$ cat src/rtl/matrix_result_streamer_if.sv
`default_nettype none
// ============================================================================
//  Module      : matrix_result_streamer_if
//  Description : Valid/ready result stream carrying data, element index, last.
//  Revision    : 1.0
// ============================================================================
interface matrix_result_streamer_if #(
    parameter int DW = 32,
    parameter int AW = 4
);
    logic [DW-1:0] out_data;
    logic          out_valid;
    logic          out_ready;
    logic          out_last;
    logic [AW-1:0] out_index;

    modport master (
        output out_data,
        output out_valid,
        output out_last,
        output out_index,
        input  out_ready
    );

    modport slave (
        input  out_data,
        input  out_valid,
        input  out_last,
        input  out_index,
        output out_ready
    );
endinterface
`default_nettype wire

$ cat src/rtl/matrix_result_streamer.sv
`default_nettype none
// ============================================================================
//  Module      : matrix_result_streamer
//  Description : Reads the 4x4 result register file and streams it out, one
//                element per beat, with last marking and singular-matrix error.
//  Revision    : 1.0
// ============================================================================
module matrix_result_streamer #(
    parameter int DW        = 32,
    parameter int AW        = 4,
    parameter int N         = 16,
    parameter int TRANSPOSE = 0
) (
    input  wire             clk,
    input  wire             rst_n,
    input  wire             start,
    input  wire             det_zero,
    output logic [AW-1:0]   rf_ra,
    input  wire  [DW-1:0]   rf_rd,
    matrix_result_streamer_if.master outs,
    output logic            busy,
    output logic            done,
    output logic            err
);

    localparam logic [AW-1:0] c_LAST = AW'(N - 1);

    typedef enum logic [1:0] {
        S_IDLE  = 2'd0,
        S_FETCH = 2'd1,
        S_SEND  = 2'd2,
        S_FIN   = 2'd3
    } state_t;

    state_t        r_state;
    state_t        w_stateNext;
    logic [AW-1:0] r_idx;
    logic [DW-1:0] r_data;
    logic [AW-1:0] r_index;
    logic          r_last;
    logic          r_valid;
    logic          r_errPend;
    logic          w_fire;
    logic          w_atLast;

    assign w_fire   = r_valid & outs.out_ready;
    assign w_atLast = (r_idx == c_LAST);

    // Address follows idx in every state so the read data is settled by FETCH.
    generate
        if (TRANSPOSE != 0) begin : g_colMajor
            assign rf_ra = AW'({r_idx[1:0], r_idx[3:2]});
        end else begin : g_rowMajor
            assign rf_ra = r_idx;
        end
    endgenerate

    always_ff @(posedge clk or negedge rst_n) begin
        if (!rst_n) begin
            r_state <= S_IDLE;
        end else begin
            r_state <= w_stateNext;
        end
    end

    always_comb begin
        w_stateNext = r_state;
        busy        = 1'b0;
        done        = 1'b0;
        case (r_state)
            S_IDLE: begin
                if (start) begin
                    w_stateNext = det_zero ? S_FIN : S_FETCH;
                end
            end
            S_FETCH: begin
                busy        = 1'b1;
                w_stateNext = S_SEND;
            end
            S_SEND: begin
                busy = 1'b1;
                if (w_fire) begin
                    w_stateNext = w_atLast ? S_FIN : S_FETCH;
                end
            end
            S_FIN: begin
                done        = 1'b1;
                w_stateNext = S_IDLE;
            end
            default: w_stateNext = S_IDLE;
        endcase
    end

    assign err = done & r_errPend;

    always_ff @(posedge clk or negedge rst_n) begin
        if (!rst_n) begin
            r_idx     <= '0;
            r_data    <= '0;
            r_index   <= '0;
            r_last    <= 1'b0;
            r_valid   <= 1'b0;
            r_errPend <= 1'b0;
        end else begin
            case (r_state)
                S_IDLE: begin
                    if (start) begin
                        r_errPend <= det_zero;
                        if (!det_zero) begin
                            r_idx <= '0;
                        end
                    end
                end
                S_FETCH: begin
                    r_data  <= rf_rd;
                    r_index <= r_idx;
                    r_last  <= w_atLast;
                    r_valid <= 1'b1;
                end
                S_SEND: begin
                    if (w_fire) begin
                        r_valid <= 1'b0;
                        if (w_atLast) begin
                            r_last <= 1'b0;
                        end else begin
                            r_idx <= r_idx + AW'(1);
                        end
                    end
                end
                S_FIN: begin
                    r_errPend <= 1'b0;
                end
                default: ;
            endcase
        end
    end

    assign outs.out_data  = r_data;
    assign outs.out_valid = r_valid;
    assign outs.out_last  = r_last;
    assign outs.out_index = r_index;

endmodule
`default_nettype wire

$ cat src/flat_wrapper.sv
// flat-port wrapper written by rule: the top's interface ports become plain ports
module matrix_result_streamer_flat 
#(
    parameter int DW        = 32,
    parameter int AW        = 4,
    parameter int N         = 16,
    parameter int TRANSPOSE = 0
)
  (clk, rst_n, start, det_zero, rf_ra, rf_rd, busy, done, err, outs_out_data, outs_out_valid, outs_out_last, outs_out_index, outs_out_ready);
  matrix_result_streamer_if #(.DW(DW), .AW(AW)) outs_i ();
  input  wire clk;
  input  wire rst_n;
  input  wire start;
  input  wire det_zero;
  output logic [AW-1:0] rf_ra;
  input  wire  [DW-1:0] rf_rd;
  output logic busy;
  output logic done;
  output logic err;
  output wire logic [$bits(outs_i.out_data)-1:0] outs_out_data;
  output wire logic [$bits(outs_i.out_valid)-1:0] outs_out_valid;
  output wire logic [$bits(outs_i.out_last)-1:0] outs_out_last;
  output wire logic [$bits(outs_i.out_index)-1:0] outs_out_index;
  input wire logic [$bits(outs_i.out_ready)-1:0] outs_out_ready;
  assign outs_out_data = outs_i.out_data;
  assign outs_out_valid = outs_i.out_valid;
  assign outs_out_last = outs_i.out_last;
  assign outs_out_index = outs_i.out_index;
  assign outs_i.out_ready = outs_out_ready;
  matrix_result_streamer #(.DW(DW), .AW(AW), .N(N), .TRANSPOSE(TRANSPOSE)) u_core (.clk(clk), .rst_n(rst_n), .start(start), .det_zero(det_zero), .rf_ra(rf_ra), .rf_rd(rf_rd), .outs(outs_i), .busy(busy), .done(done), .err(err));
endmodule
$ cat config.mk
export PLATFORM = sky130hd
export DESIGN_NAME = matrix_result_streamer_flat
export DESIGN_NICKNAME = d
export VERILOG_FILES = /design/src/rtl/matrix_result_streamer_if.sv /design/src/rtl/matrix_result_streamer.sv /design/src/flat_wrapper.sv
export SDC_FILE = /design/constraint.sdc
export NUM_CORES = 1
export LEC_CHECK = 0
export ABC_AREA = 0
export CORE_MARGIN = 5
export CORE_UTILIZATION = 44
export CTS_BUF_LIST = sky130_fd_sc_hd__clkbuf_8
export CTS_CLUSTER_DIAMETER = 30
export CTS_CLUSTER_SIZE = 12
export DETAILED_ROUTE_END_ITERATION = 10
export GPL_ROUTABILITY_DRIVEN = 0
export GPL_TIMING_DRIVEN = 0
export PLACE_DENSITY = 0.82
export RECOVER_POWER = 50
export REMOVE_ABC_BUFFERS = 1
export SETUP_SLACK_MARGIN = 0.2
export SLEW_MARGIN = 20
export SYNTH_ARGS = -nofsm -noshare
export SYNTH_HDL_FRONTEND = slang
export SYNTH_SLANG_ARGS = --single-unit
$ cat constraint.sdc
create_clock -name clk -period 2.2 [get_ports clk]
set_clock_uncertainty 0.15 [all_clocks]
set_input_delay 0.44 -clock clk [delete_from_list [all_inputs] [get_ports clk]]
set_output_delay 0.44 -clock clk [all_outputs]
set_load 0.005 [all_outputs]
# After elaboration in Yosys (flattened, before gate mapping)
# Index checks and enable logic that the tools add are counted.
dict set report word_totals {
  out_inout_bits 45
  register_bits 45
  inputBits 37
  word_cells 48
}
dict set report classes {
  n_bitwise 2
  muxes 19
  reduce_logical 10
  n_eq_ne 9
  add_sub_neg 1
}
# cell count
set op_table {}
lappend op_table {{$mux W4} 4}
lappend op_table {{$mux W2} 4}
lappend op_table {{$pmux W2 S4} 1}
lappend op_table {{$pmux W4 S2} 1}
lappend op_table {{$mux W1} 6}
lappend op_table {{$ne A2 B2 Y1 const B} 3}
lappend op_table {{$pmux W1 S2} 3}
lappend op_table {{$reduce_and A2 Y1} 3}
lappend op_table {{$reduce_bool A2 Y1} 3}
lappend op_table {{$reduce_and A5 Y1} 1}
lappend op_table {{$add A4 B1 Y4 const B} 1}
lappend op_table {{$eq A2 B2 Y1 const B} 2}
lappend op_table {{$eq A4 B4 Y1 const B} 1}
lappend op_table {{$ne A2 B1 Y1 const B} 2}
lappend op_table {{$reduce_and A3 Y1} 1}
lappend op_table {{$and A1 B1 Y1} 2}
lappend op_table {{$eq A2 B1 Y1 const B} 1}
lappend op_table {{$logic_not A2 Y1} 1}
lappend op_table {{$reduce_or A2 Y1} 1}

# Longest topological paths before layout
# Gate-level depths: netlist (run 1).
dict set report logic_depth {
  word_depth 4
  mapped_depth 6
  depth_no_buf 5
}

# Least setup slack after synthesis (run 1)
# No wires, ideal clock.
dict set report synth_timing {
  path_type {reg2reg}
  start {register u_core.r_state[0]}
  end {register u_core.r_idx[0] (netlist: u_core.rf_ra[0])}
  arrival_ps 1436
  synth_period_minus_slack_ps 1712
  path_stages_with_launch 6
  path_slack_ps 488
  path_buffers 0
  required_ps 1924
  setup_time_ps 126
  cell_sequence {dfrtp_1 -> inv_1 -> ha_1 -> a21boi_2 -> a211o_1 -> a221o_1}
}
dict set report synth_via {
  elab_chain_len 3
  elab_cells_between_ends 9
  classes_between {eq/ne (5); mux (1); reduce/logical (3)}
}
# item line
set synth_rtl {}
lappend synth_rtl {{from (decl)} matrix_result_streamer.sv:35} ;# state_t r_state;
lappend synth_rtl {{from (signal assigned)} matrix_result_streamer.sv:62} ;# r_state <= w_stateNext;
lappend synth_rtl {{$eq A2 B2 Y1 or $logic_not A2 Y1 (tied branches)} matrix_result_streamer.sv:105} ;# case (r_state)
lappend synth_rtl {{$ne A2 B2 Y1 (no source line), or another cell as far along} -}
lappend synth_rtl {{$reduce_and A5 Y1 (no source line)} -}
lappend synth_rtl {{to (signal assigned)} matrix_result_streamer.sv:126} ;# r_idx <= r_idx + AW'(1);
lappend synth_rtl {{to (decl)} matrix_result_streamer.sv:37} ;# logic [AW-1:0] r_idx;
# Parallel ways exist; a longest one is shown, timed or not.
# A chain may end at the register's enable or synchronous reset.

# Final worst setup path (run 1)
dict set report layout_timing {
  start {register u_core.r_state[0]}
  end {output busy}
}
dict set report layout_via {
  elab_chain_len 3
  elab_cells_between_ends 4
  classes_between {eq/ne (2); mux (1); reduce/logical (1)}
}
# item line
set layout_rtl {}
lappend layout_rtl {{$eq A2 B1 Y1 or $eq A2 B2 Y1 (tied branches)} matrix_result_streamer.sv:70} ;# case (r_state)
lappend layout_rtl {{$reduce_or A2 Y1 (no source line) *} -}
lappend layout_rtl {{$mux W1 *} matrix_result_streamer.sv:70}
lappend layout_rtl {{to (decl)} flat_wrapper.sv:17} ;# output logic busy;
# Every way passes the cells marked *; elsewhere a longest branch is shown, timed or not.

==> results.cfg, run 1 <==
[sta]
setup_violations = 0
fin_crit_ns = 1.97
finalHoldViolCount = 0
fin_ws_ns = 0.232
max_freq_ghz = 0.508
setup-tns-final_ns = 0
tightestPinTransition_ns = 0.582
rsz0062_at_grt = yes
drv_slew = 0
holdWs_ns = 0.354
finalCritPeriodShare_pct = 89.5
relSlewSlack_pct = 61.2

[logic_synthesis]
post-synth-top-count-cell = dfrtp_1
syn_inst = 142
seq_area_frac_synth_pct = 56.8
synth_top_area_share_pct = 56.8
synth_edf_count = 0
synth_seq_cells = 45
syn_avg_cell_area_um2 = 14.0
synth_top_cells_by_count = 45 x dfrtp_1, 36 x mux2_2, 7 x ha_1
asyncSetResetFlopFracSynth_pct = 100
yosysTopAreaCell = dfrtp_1
yosysWarnings = 0
yosysUniqueCellTypes = 32
syn_area_um2 = 1980
synth_area_leaders = dfrtp_1 57%, mux2_2 20%, ha_1 4.4%
synth_top_flop_cell = dfrtp_1

[route]
drt-total-wl_mm = 4.70
antenna_left = 0
first_iter_violations = 84
drc_errors = 0
vias_per_cell = 5.18
via_count = 1476
wl_per_cell_um = 16.5
drt_first_pass_iters = 4

[run]
max-cap-violations = 0

[setup_path]
path_class = flop to output pin
worstPathRequired_ns = 1.61
path_cells = buf_4 > inv_6 > ha_4 > dlygate4sd2_1
worstPathArrival_ns = 1.38
critPathMaxFanout = 5
critPathSlowestCell = dfrtp_1
endpoint_kind = output pin
slowest_delay_ns = 0.39
startpoint_type = flop

[power]
leakage_nw = 1.30
ir_drop_uv = 764
finalPower_mw = 4.31
power_density_nw_per_um2 = 1400

[floorplan]
die_w_um = 77.1
die_area_um2 = 5950
rows = 24
die-height_um = 77.1
core_area_um2 = 4350
num_io_pins = 82
start_util_pct = 45.5

[layout]
final_cells = 285
syn2layout_area_growth_pct = 55.2
stdcell_area_um2 = 3080
fillerInstances = 316
antenna_cells = 0
fin_util_pct = 70.7
drive_gt1_share_pct = 27.0
nets = 276

[global_route]
grt_overflow = 0
grt_use_met2_pct = 28.6
first_global_vias = 1545
grt_max_degree = 27
grtUsageMet3_pct = 3.86
track_usage_pct = 16.7
antenna_found_initial = 0
busiest_layer = met2
met1_usage_pct = 20.2
grt_pass1_wl_mm = 7.92

[cts]
htree_levels = 2
clock_path_buffers = 2
cts_tree = yes
cts_buffers = 5
cts_sinks = 45
root_buffer = clkbuf_8
clk_latency_ns = 0.29
clk_pin_slew_ns = 0.09

[placement]
dp_cells = 270
dpl_cell_area_um2 = 2870
io_buffers = 81
hpwl_mm = 3.42
pre_cts_ws_ns = 0.154

[run_status]
status = completed

[min_path]
min_path_type = flop to flop
## report_power, final
| part | internal [mW] | switching (mW) |
|---|---|---|
| Clock | 0.340 | 0.292 |
| Sequential | 1.22 | 0.215 |
| Combinational | 1.44 | 0.810 |
| Total | 3.00 | 1.32 |
## worst max-delay path: cells and delay by family (launching register included)
| family | cells | cell delay (ns) |
|---|---|---|
| buffers and inverters | 3 | 0.48 |
| flip-flops | 1 | 0.39 |
| adder cells (fa/ha/maj) | 1 | 0.21 |
## state kept, by name, summed over array words and instances (netlist names)
register and flops:
u_core.outs.out_valid 1, u_core.outs.out_data 32, u_core.r_errPend 1, u_core.outs.out_index 4, u_core.r_state 2, u_core.rf_ra 4, u_core.outs.out_last 1
## cells by family (layout without fill, tap and decap cells)
logic type	count (synthesis)	count (layout)	synth area share [%]
DFF	45	45	56.8
adders and majority gates	7	7	4.42
AOI/OAI and AO/OA	20	20	8.52
muxes	36	36	20.5
and+or+nand+nor	21	21	6.76
buffers and inverters	13	104	3.03
## placed cells by master (no fill, tap or decap), drive strengths merged, types with 2 or more instances in the layout
| cell type | n |
|---|---|
| nand2 | 3 |
| ha | 7 |
| and3 | 3 |
| clkdlybuf4s50 | 67 |
| inv | 6 |
| dlygate4sd2 | 3 |
| dlygate4sd3 | 11 |
| buf | 7 |
| a211oi | 3 |
| nand4 | 3 |
| dfrtp | 45 |
| nor2 | 2 |
| a211o | 4 |
| nand2b | 4 |
| a2111oi | 3 |
| clkbuf | 7 |
| mux2 | 36 |
## area by class of cell
class / count / area (um^2) / share of cell area (%)
timing repair buffer: 90 / 895 / 29.1
sequential: 45 / 1130 / 36.6
tap: 52 / 65.1 / 2.11
clock buffer: 5 / 68.8 / 2.24
clock inverter: 3 / 46.3 / 1.50
multi-input combinational: 84 / 843 / 27.4
inverter: 6 / 32.5 / 1.06
## repair_timing
item | CTS | global route
pin swaps | 0 | 0
setup endpoints to repair | 5 | 3
endpoints found under the hold margin | 22 | 0
resized for setup | 8 | 7
setup buffers | 5 | 1
hold buffers | 1 | 0
## metal layers
| layer | part of all wire, % | up-vias |
|---|---|---|
| met4 | 2.3 | 0 |
| met3 | 5.8 | 8 |
| met1 | 39 | 720 |
| li1 | - | 695 |
| met2 | 53 | 53 |
| met5 | 0 | - |
## worst paths after layout
kind                                     startpoint                       end  slack [ns]  depth (start not counted)
min in group asynchronous                     rst_n  u_core.outs.out_data[13]        0.51                          2
max                               u_core.r_state[0]                      busy        0.23                          4
max reg2reg                       u_core.r_state[1]           u_core.rf_ra[0]        0.27                          6
max in group asynchronous                     rst_n   u_core.outs.out_data[1]        0.41                          3
min                        u_core.outs.out_index[0]  u_core.outs.out_index[0]        0.35                          1
min reg2reg                u_core.outs.out_index[0]  u_core.outs.out_index[0]        0.35                          1
Note: power is estimated with default switching activity, not from simulation.
==> run 2, diff against run 1 <==
--- a/config.mk
+++ b/config.mk
@@ -9,12 +9,12 @@
 export CORE_MARGIN = 5
 export CORE_UTILIZATION = 44
 export CTS_BUF_LIST = sky130_fd_sc_hd__clkbuf_8
-export CTS_CLUSTER_DIAMETER = 30
 export CTS_CLUSTER_SIZE = 12
 export DETAILED_ROUTE_END_ITERATION = 10
 export GPL_ROUTABILITY_DRIVEN = 0
 export GPL_TIMING_DRIVEN = 0
-export PLACE_DENSITY = 0.82
+export HOLD_SLACK_MARGIN = 0.12
+export PLACE_DENSITY = 0.87
 export RECOVER_POWER = 50
 export REMOVE_ABC_BUFFERS = 1
 export SETUP_SLACK_MARGIN = 0.2
==> run 2 against run 1 <==
  * Sequential cell count is the same
  * Cell area shrank 2.4%
  * Combinational power shrank 5%
  * Critical path depth shrank 1
  * Core utilization shrank 1.7 points
  * First-iteration DRC count shrank 35%
  * Routed wire length grew 1.3%
  * Clock power shrank 18%
  * Worst hold slack gained 0.0019 ns
  * Non-clock buffer count shrank 2
  * Clock-buffer cell count is the same
  * Critical endpoint unchanged
==> results.cfg, run 2 (synthesis gave the netlist of run 1 again) <==
[run_status]
status = completed

[cts]
cts_sinks = 45
clock_path_buffers = 2
clk_pin_slew_ns = 0.09
cts_buffers = 5
root_buffer = clkbuf_8
clk_latency_ns = 0.29
cts_tree = yes
htree_levels = 2

[setup_path]
r2r_slack_ns = 0.32
r2r_start = u_core.r_state[1]
path_class = flop to output pin
worstPathArrival_ns = 1.42
reg2reg_to = u_core.rf_ra[0]
startpoint_type = flop
r2r_cells = 5
path_cells = inv_2 > ha_1 > dlygate4sd2_1
slowest_delay_ns = 0.42
endpoint_kind = output pin
critPathSlowestCell = dfrtp_1
critPathMaxFanout = 5
worstPathRequired_ns = 1.61

[global_route]
track_usage_pct = 16.3
grt_overflow = 0
met1_usage_pct = 20.0
antenna_found_initial = 0
grt_pass1_wl_mm = 7.79
grt_max_degree = 33
first_global_vias = 1523
grt_use_met2_pct = 29.0
busiest_layer = met2
grtUsageMet3_pct = 2.58

[run]
max-cap-violations = 0

[route]
vias_per_cell = 5.20
wl_per_cell_um = 16.8
drt_first_pass_iters = 4
drt-total-wl_mm = 4.76
via_count = 1471
drc_errors = 0
first_iter_violations = 55
antenna_left = 0

[placement]
io_buffers = 81
dpl_cell_area_um2 = 2860
hpwl_mm = 3.53
pre_cts_ws_ns = 0.179

[power]
leakage_nw = 1.27
ir_drop_uv = 657
power_density_nw_per_um2 = 1370

[layout]
layout_commonest_cell = clkdlybuf4s50_1
antenna_cells = 0
drive_gt1_share_pct = 25.1
fin_util_pct = 69.0
fillerInstances = 325
final_cell_mix = 75 x clkdlybuf4s50_1, 45 x dfrtp_1, 36 x mux2_2, 5 x ha_1, 5 x clkbuf_8
nets = 274
largest_reg_flops = 32
syn2layout_area_growth_pct = 51.6
stdcell_area_um2 = 3000

[floorplan]
die_area_um2 = 5950
rows = 24
core_area_um2 = 4350
die_w_um = 77.1
num_io_pins = 82
start_util_pct = 45.5
die-height_um = 77.1

[min_path]
min_path_type = flop to flop
min_from = u_core.outs.out_data[13]
holdPathEnd = u_core.outs.out_data[13]
whs_path_depth = 1

[sta]
rsz0062_at_grt = no
fin_ws_ns = 0.190
fin_crit_ns = 2.01
relSlewSlack_pct = 45.4
tightestPinTransition_ns = 0.819
finalHoldViolCount = 0
drv_slew = 0
finalCritPeriodShare_pct = 91.4
max_freq_ghz = 0.497
setup_violations = 0
-- run 2: changes by cell type in the layout (fill, tap and decap cells not counted), sizes merged --
cell / previous run / this run
clkdlybuf4s50: 67 / 75
dlygate4sd3: 11 / 3
buf: 7 / 5
bufinv: 1 / 0
inv: 6 / 7
-- run 2: power breakdown --
part | switching, mW | total, mW | internal, mW
registers | 0.235 | 1.46 | 1.22
clock network | 0.293 | 0.519 | 0.226
logic | 0.762 | 2.13 | 1.37
total | 1.29 | 4.11 | 2.82
-- run 2: critical path: cells and delay by family, from the launching register on --
| kind | cells | cell delay, ns |
|---|---|---|
| DFF | 1 | 0.42 |
| adders and majority gates | 1 | 0.36 |
| buffers and inverters | 2 | 0.35 |
-- run 2: final cells by class --
cell class / instances / area [um^2] / share of cell area (%)
Clock buffer: 5 / 68.8 / 2.29
Clock inverter: 3 / 21.3 / 0.708
Inverter: 6 / 22.5 / 0.750
Multi-Input combinational cell: 84 / 820 / 27.3
Sequential cell: 45 / 1130 / 37.5
Tap cell: 52 / 65.1 / 2.17
Timing Repair Buffer: 88 / 881 / 29.3
-- run 2: what timing repair did --
item	in CTS	in global routing
buffers inserted	4	0
hold buffers	1	0
resized for setup	9	2
endpoints found under the setup margin	5	3
pin swaps	1	0
endpoints found under the hold margin	13	0
-- run 2: worst max path at each step --
stage                                    endpoint               from  cells after the start  slack, ns
after floorplan           u_core.outs.out_data[0]  u_core.r_state[1]                      3       0.07
after global placement    u_core.outs.out_data[5]              rst_n                      1      -0.70
after detailed placement          u_core.rf_ra[0]  u_core.r_state[0]                      5       0.18
after CTS                                rf_ra[0]    u_core.rf_ra[0]                      1       0.26
after global routing                         busy  u_core.r_state[0]                      3       0.14
final                                        busy  u_core.r_state[0]                      3       0.19
-- run 2: per-stage QoR --
stage / power [mW] / setup TNS, ns / hold slack, ns / cells
5_1_grt: 4.37 / 0 / 0.367 / 283
3_3_place_gp: 3.46 / -45.77 / 0.337 / 268
4_1_cts: 4.18 / 0 / 0.364 / 283
6_report: 4.11 / 0 / 0.356 / 283
3_5_place_dp: 3.56 / 0 / 0.215 / 270
2_1_floorplan: 2.42 / 0 / -0.00559 / 135
-- run 2: routing by layer --
metal | up-vias | wire, um
met5 | - | 0
li1 | 689 | -
met3 | 5 | 158
met1 | 737 | 1960
met2 | 40 | 2570
met4 | 0 | 63
==> run 3, diff against run 2 <==
--- a/config.mk
+++ b/config.mk
@@ -6,6 +6,7 @@
 export NUM_CORES = 1
 export LEC_CHECK = 0
 export ABC_AREA = 0
+export CAP_MARGIN = 20
 export CORE_MARGIN = 5
 export CORE_UTILIZATION = 44
 export CTS_BUF_LIST = sky130_fd_sc_hd__clkbuf_8
@@ -14,9 +15,8 @@
 export GPL_ROUTABILITY_DRIVEN = 0
 export GPL_TIMING_DRIVEN = 0
 export HOLD_SLACK_MARGIN = 0.12
-export PLACE_DENSITY = 0.87
+export PLACE_DENSITY = 0.82
 export RECOVER_POWER = 50
-export REMOVE_ABC_BUFFERS = 1
 export SETUP_SLACK_MARGIN = 0.2
 export SLEW_MARGIN = 20
 export SYNTH_ARGS = -nofsm -noshare
==> run 3 against run 2 <==
  * Via count is 3.5% higher
  * Power up 3.2%
  * Worst hold slack worse by 0.0059 ns
  * Final cell count rose by 3.2%
  * Non-clock buffer count up 10
  * Maximum frequency up 3.4%
  * Cell area up 3.5%
  * First-iteration DRC count rose by 5.5%
  * Clock-buffer cell count did not move
  * Core utilization increased by 2.4 points
  * Routed wire length is 5.4% lower
  * Global-route usage fell by 0.76 points
  * Largest cell class unchanged
==> results.cfg, run 3 (synthesis gave the netlist of run 1 again) <==
[setup_path]
startpoint_type = flop
crit_path_frequent_cell = buf_4
path_delay_family = buffers and inverters
slowest_delay_ns = 0.39
critPathMaxFanout = 10
critPathSlowestCell = dfrtp_1
worstPathArrival_ns = 1.97
worstPathRequired_ns = 2.22
path_cells = buf_4 > inv_4 > clkbuf_1 > ha_1 > clkbuf_4 > buf_4 > mux2_2
path_class = flop to flop
crit_buf_inv = 5
endpoint_kind = flop

[cts]
clock_path_buffers = 2
clk_latency_ns = 0.28
cts_buffers = 5
cts_sinks = 45
root_buffer = clkbuf_8
cts_tree = yes
htree_levels = 2
clk_pin_slew_ns = 0.07

[layout]
layout_commonest_cell = clkdlybuf4s50_1
syn2layout_area_growth_pct = 56.9
largest_reg_flops = 32
drive_gt1_share_pct = 28.3
final_cell_mix = 64 x clkdlybuf4s50_1, 45 x dfrtp_1, 36 x mux2_2, 14 x dlygate4sd3_1, 10 x buf_4
antenna_cells = 0
nets = 284

[run_status]
status = completed

[sta]
finalHoldViolCount = 0
setup-tns-final_ns = 0
tightestPinTransition_ns = 1.20
max_freq_ghz = 0.514
rsz0062_at_grt = yes
fin_crit_ns = 1.94
drv_slew = 0
holdWs_ns = 0.350
setup_violations = 0
finalCritPeriodShare_pct = 88.4
relSlewSlack_pct = 20.0

[route]
wl_per_cell_um = 15.4
vias_per_cell = 5.21
drc_errors = 0
antenna_left = 0
drt_first_pass_iters = 5
via_count = 1522
first_iter_violations = 58
drt-total-wl_mm = 4.50

[power]
leakage_nw = 1.35
p_int_mw = 2.97
power_density_nw_per_um2 = 1360
ir_drop_uv = 807
pwr-share-comb_pct = 52.2
power.switching_mw = 1.27
swShare_pct = 29.9
clock_power_share_pct = 13.8
p_seq_share_pct = 34.0

[floorplan]
start_util_pct = 45.5
core_area_um2 = 4350
rows = 24
die_w_um = 77.1
die_area_um2 = 5950
die-height_um = 77.1
num_io_pins = 82

[global_route]
grt_overflow = 0
antenna_found_initial = 0
grt_max_degree = 26
grt_pass1_wl_mm = 7.51
track_usage_pct = 15.6
first_global_vias = 1570

[run]
max-cap-violations = 0

[logic_synthesis]
syn-num-nets = 186

[placement]
hpwl_mm = 3.47
io_buffers = 81

[min_path]
min_path_type = flop to flop
==> run 3: changes by cell type in the layout (fill, tap and decap cells not counted), sizes merged, moves of 2 or more <==
cell           before  now
clkdlybuf4s50      75   64
dlygate4sd3         3   14
buf                 5   13
clkbuf              7    9
==> run 3: worst reg2reg max path, stage by stage (launching register included) <==
cell and delay [ns]:
dfrtp_1 0.39, buf_4 0.16, inv_4 0.05, clkbuf_1 0.14, ha_1 0.15, clkbuf_4 0.22
buf_4 0.22, mux2_2 0.35
==> run 3: timing repair <==
item	in CTS	in global routing
hold buffers	1	0
setup endpoints to repair	3	35
pin swaps	1	3
resized for setup	6	19
buffers inserted	7	1
endpoints found under the hold margin	20	0
==> run 3: area by class of cell <==
cell class                      count  area, um^2
Clock buffer                        5        68.8
Multi-Input combinational cell     84         846
Buffer                              7        50.0
Inverter                            6        27.5
Timing Repair Buffer               91         891
Tap cell                           52        65.1
Sequential cell                    45        1130
Fill cell                         327        1240
Clock inverter                      2        35.0
==> run 3: final timing paths <==
| kind | start | cells after the start | slack (ns) | to |
|---|---|---|---|---|
| max | u_core.r_state[1] | 7 | 0.26 | u_core.outs.out_data[11] |
| min | u_core.outs.out_last | 1 | 0.35 | u_core.outs.out_last |
| max reg2reg | u_core.r_state[1] | 7 | 0.26 | u_core.outs.out_data[11] |
| min reg2reg | u_core.outs.out_last | 1 | 0.35 | u_core.outs.out_last |
| max in group asynchronous | rst_n | 3 | 0.41 | u_core.outs.out_index[3] |
| min in group asynchronous | rst_n | 2 | 0.77 | u_core.outs.out_last |
==> run 3: metal layers <==
| layer | vias to the layer above | track usage (%) | wire length [um] |
|---|---|---|---|
| met3 | 6 | 5.27 | 369 |
| met5 | - | 0 | 0 |
| li1 | 713 | - | - |
| met4 | 0 | 4.12 | 39 |
| met1 | 747 | 19.5 | 1870 |
| met2 | 56 | 25.8 | 2220 |
==> run 3: power by group through the flow <==
stage                     clock (mW)  combinational [mW]  sequential (mW)
after floorplan                    0               0.965             1.48
after global placement             0                2.03             1.46
after detailed placement           0                2.06             1.47
after CTS                      0.609                2.19             1.45
after global routing           0.648                2.40             1.50
final                          0.583                2.21             1.44
==> run 3: stage by stage <==
| step | utilization, % | instance area [um^2] | power, mW | worst slack [ns] | cells |
|---|---|---|---|---|---|
| 2_1_floorplan | - | 1980 | 2.45 | 0.488 | 142 |
| 3_5_place_dp | 66.0 | 2870 | 3.54 | 0.178 | 276 |
| 3_3_place_gp | 65.6 | 2860 | 3.48 | -0.721 | 275 |
| 4_1_cts | 70.1 | 3050 | 4.25 | 0.163 | 291 |
| 6_report | 71.4 | 3110 | 4.24 | 0.255 | 292 |
| 5_1_grt | 71.4 | 3110 | 4.55 | 0.139 | 292 |
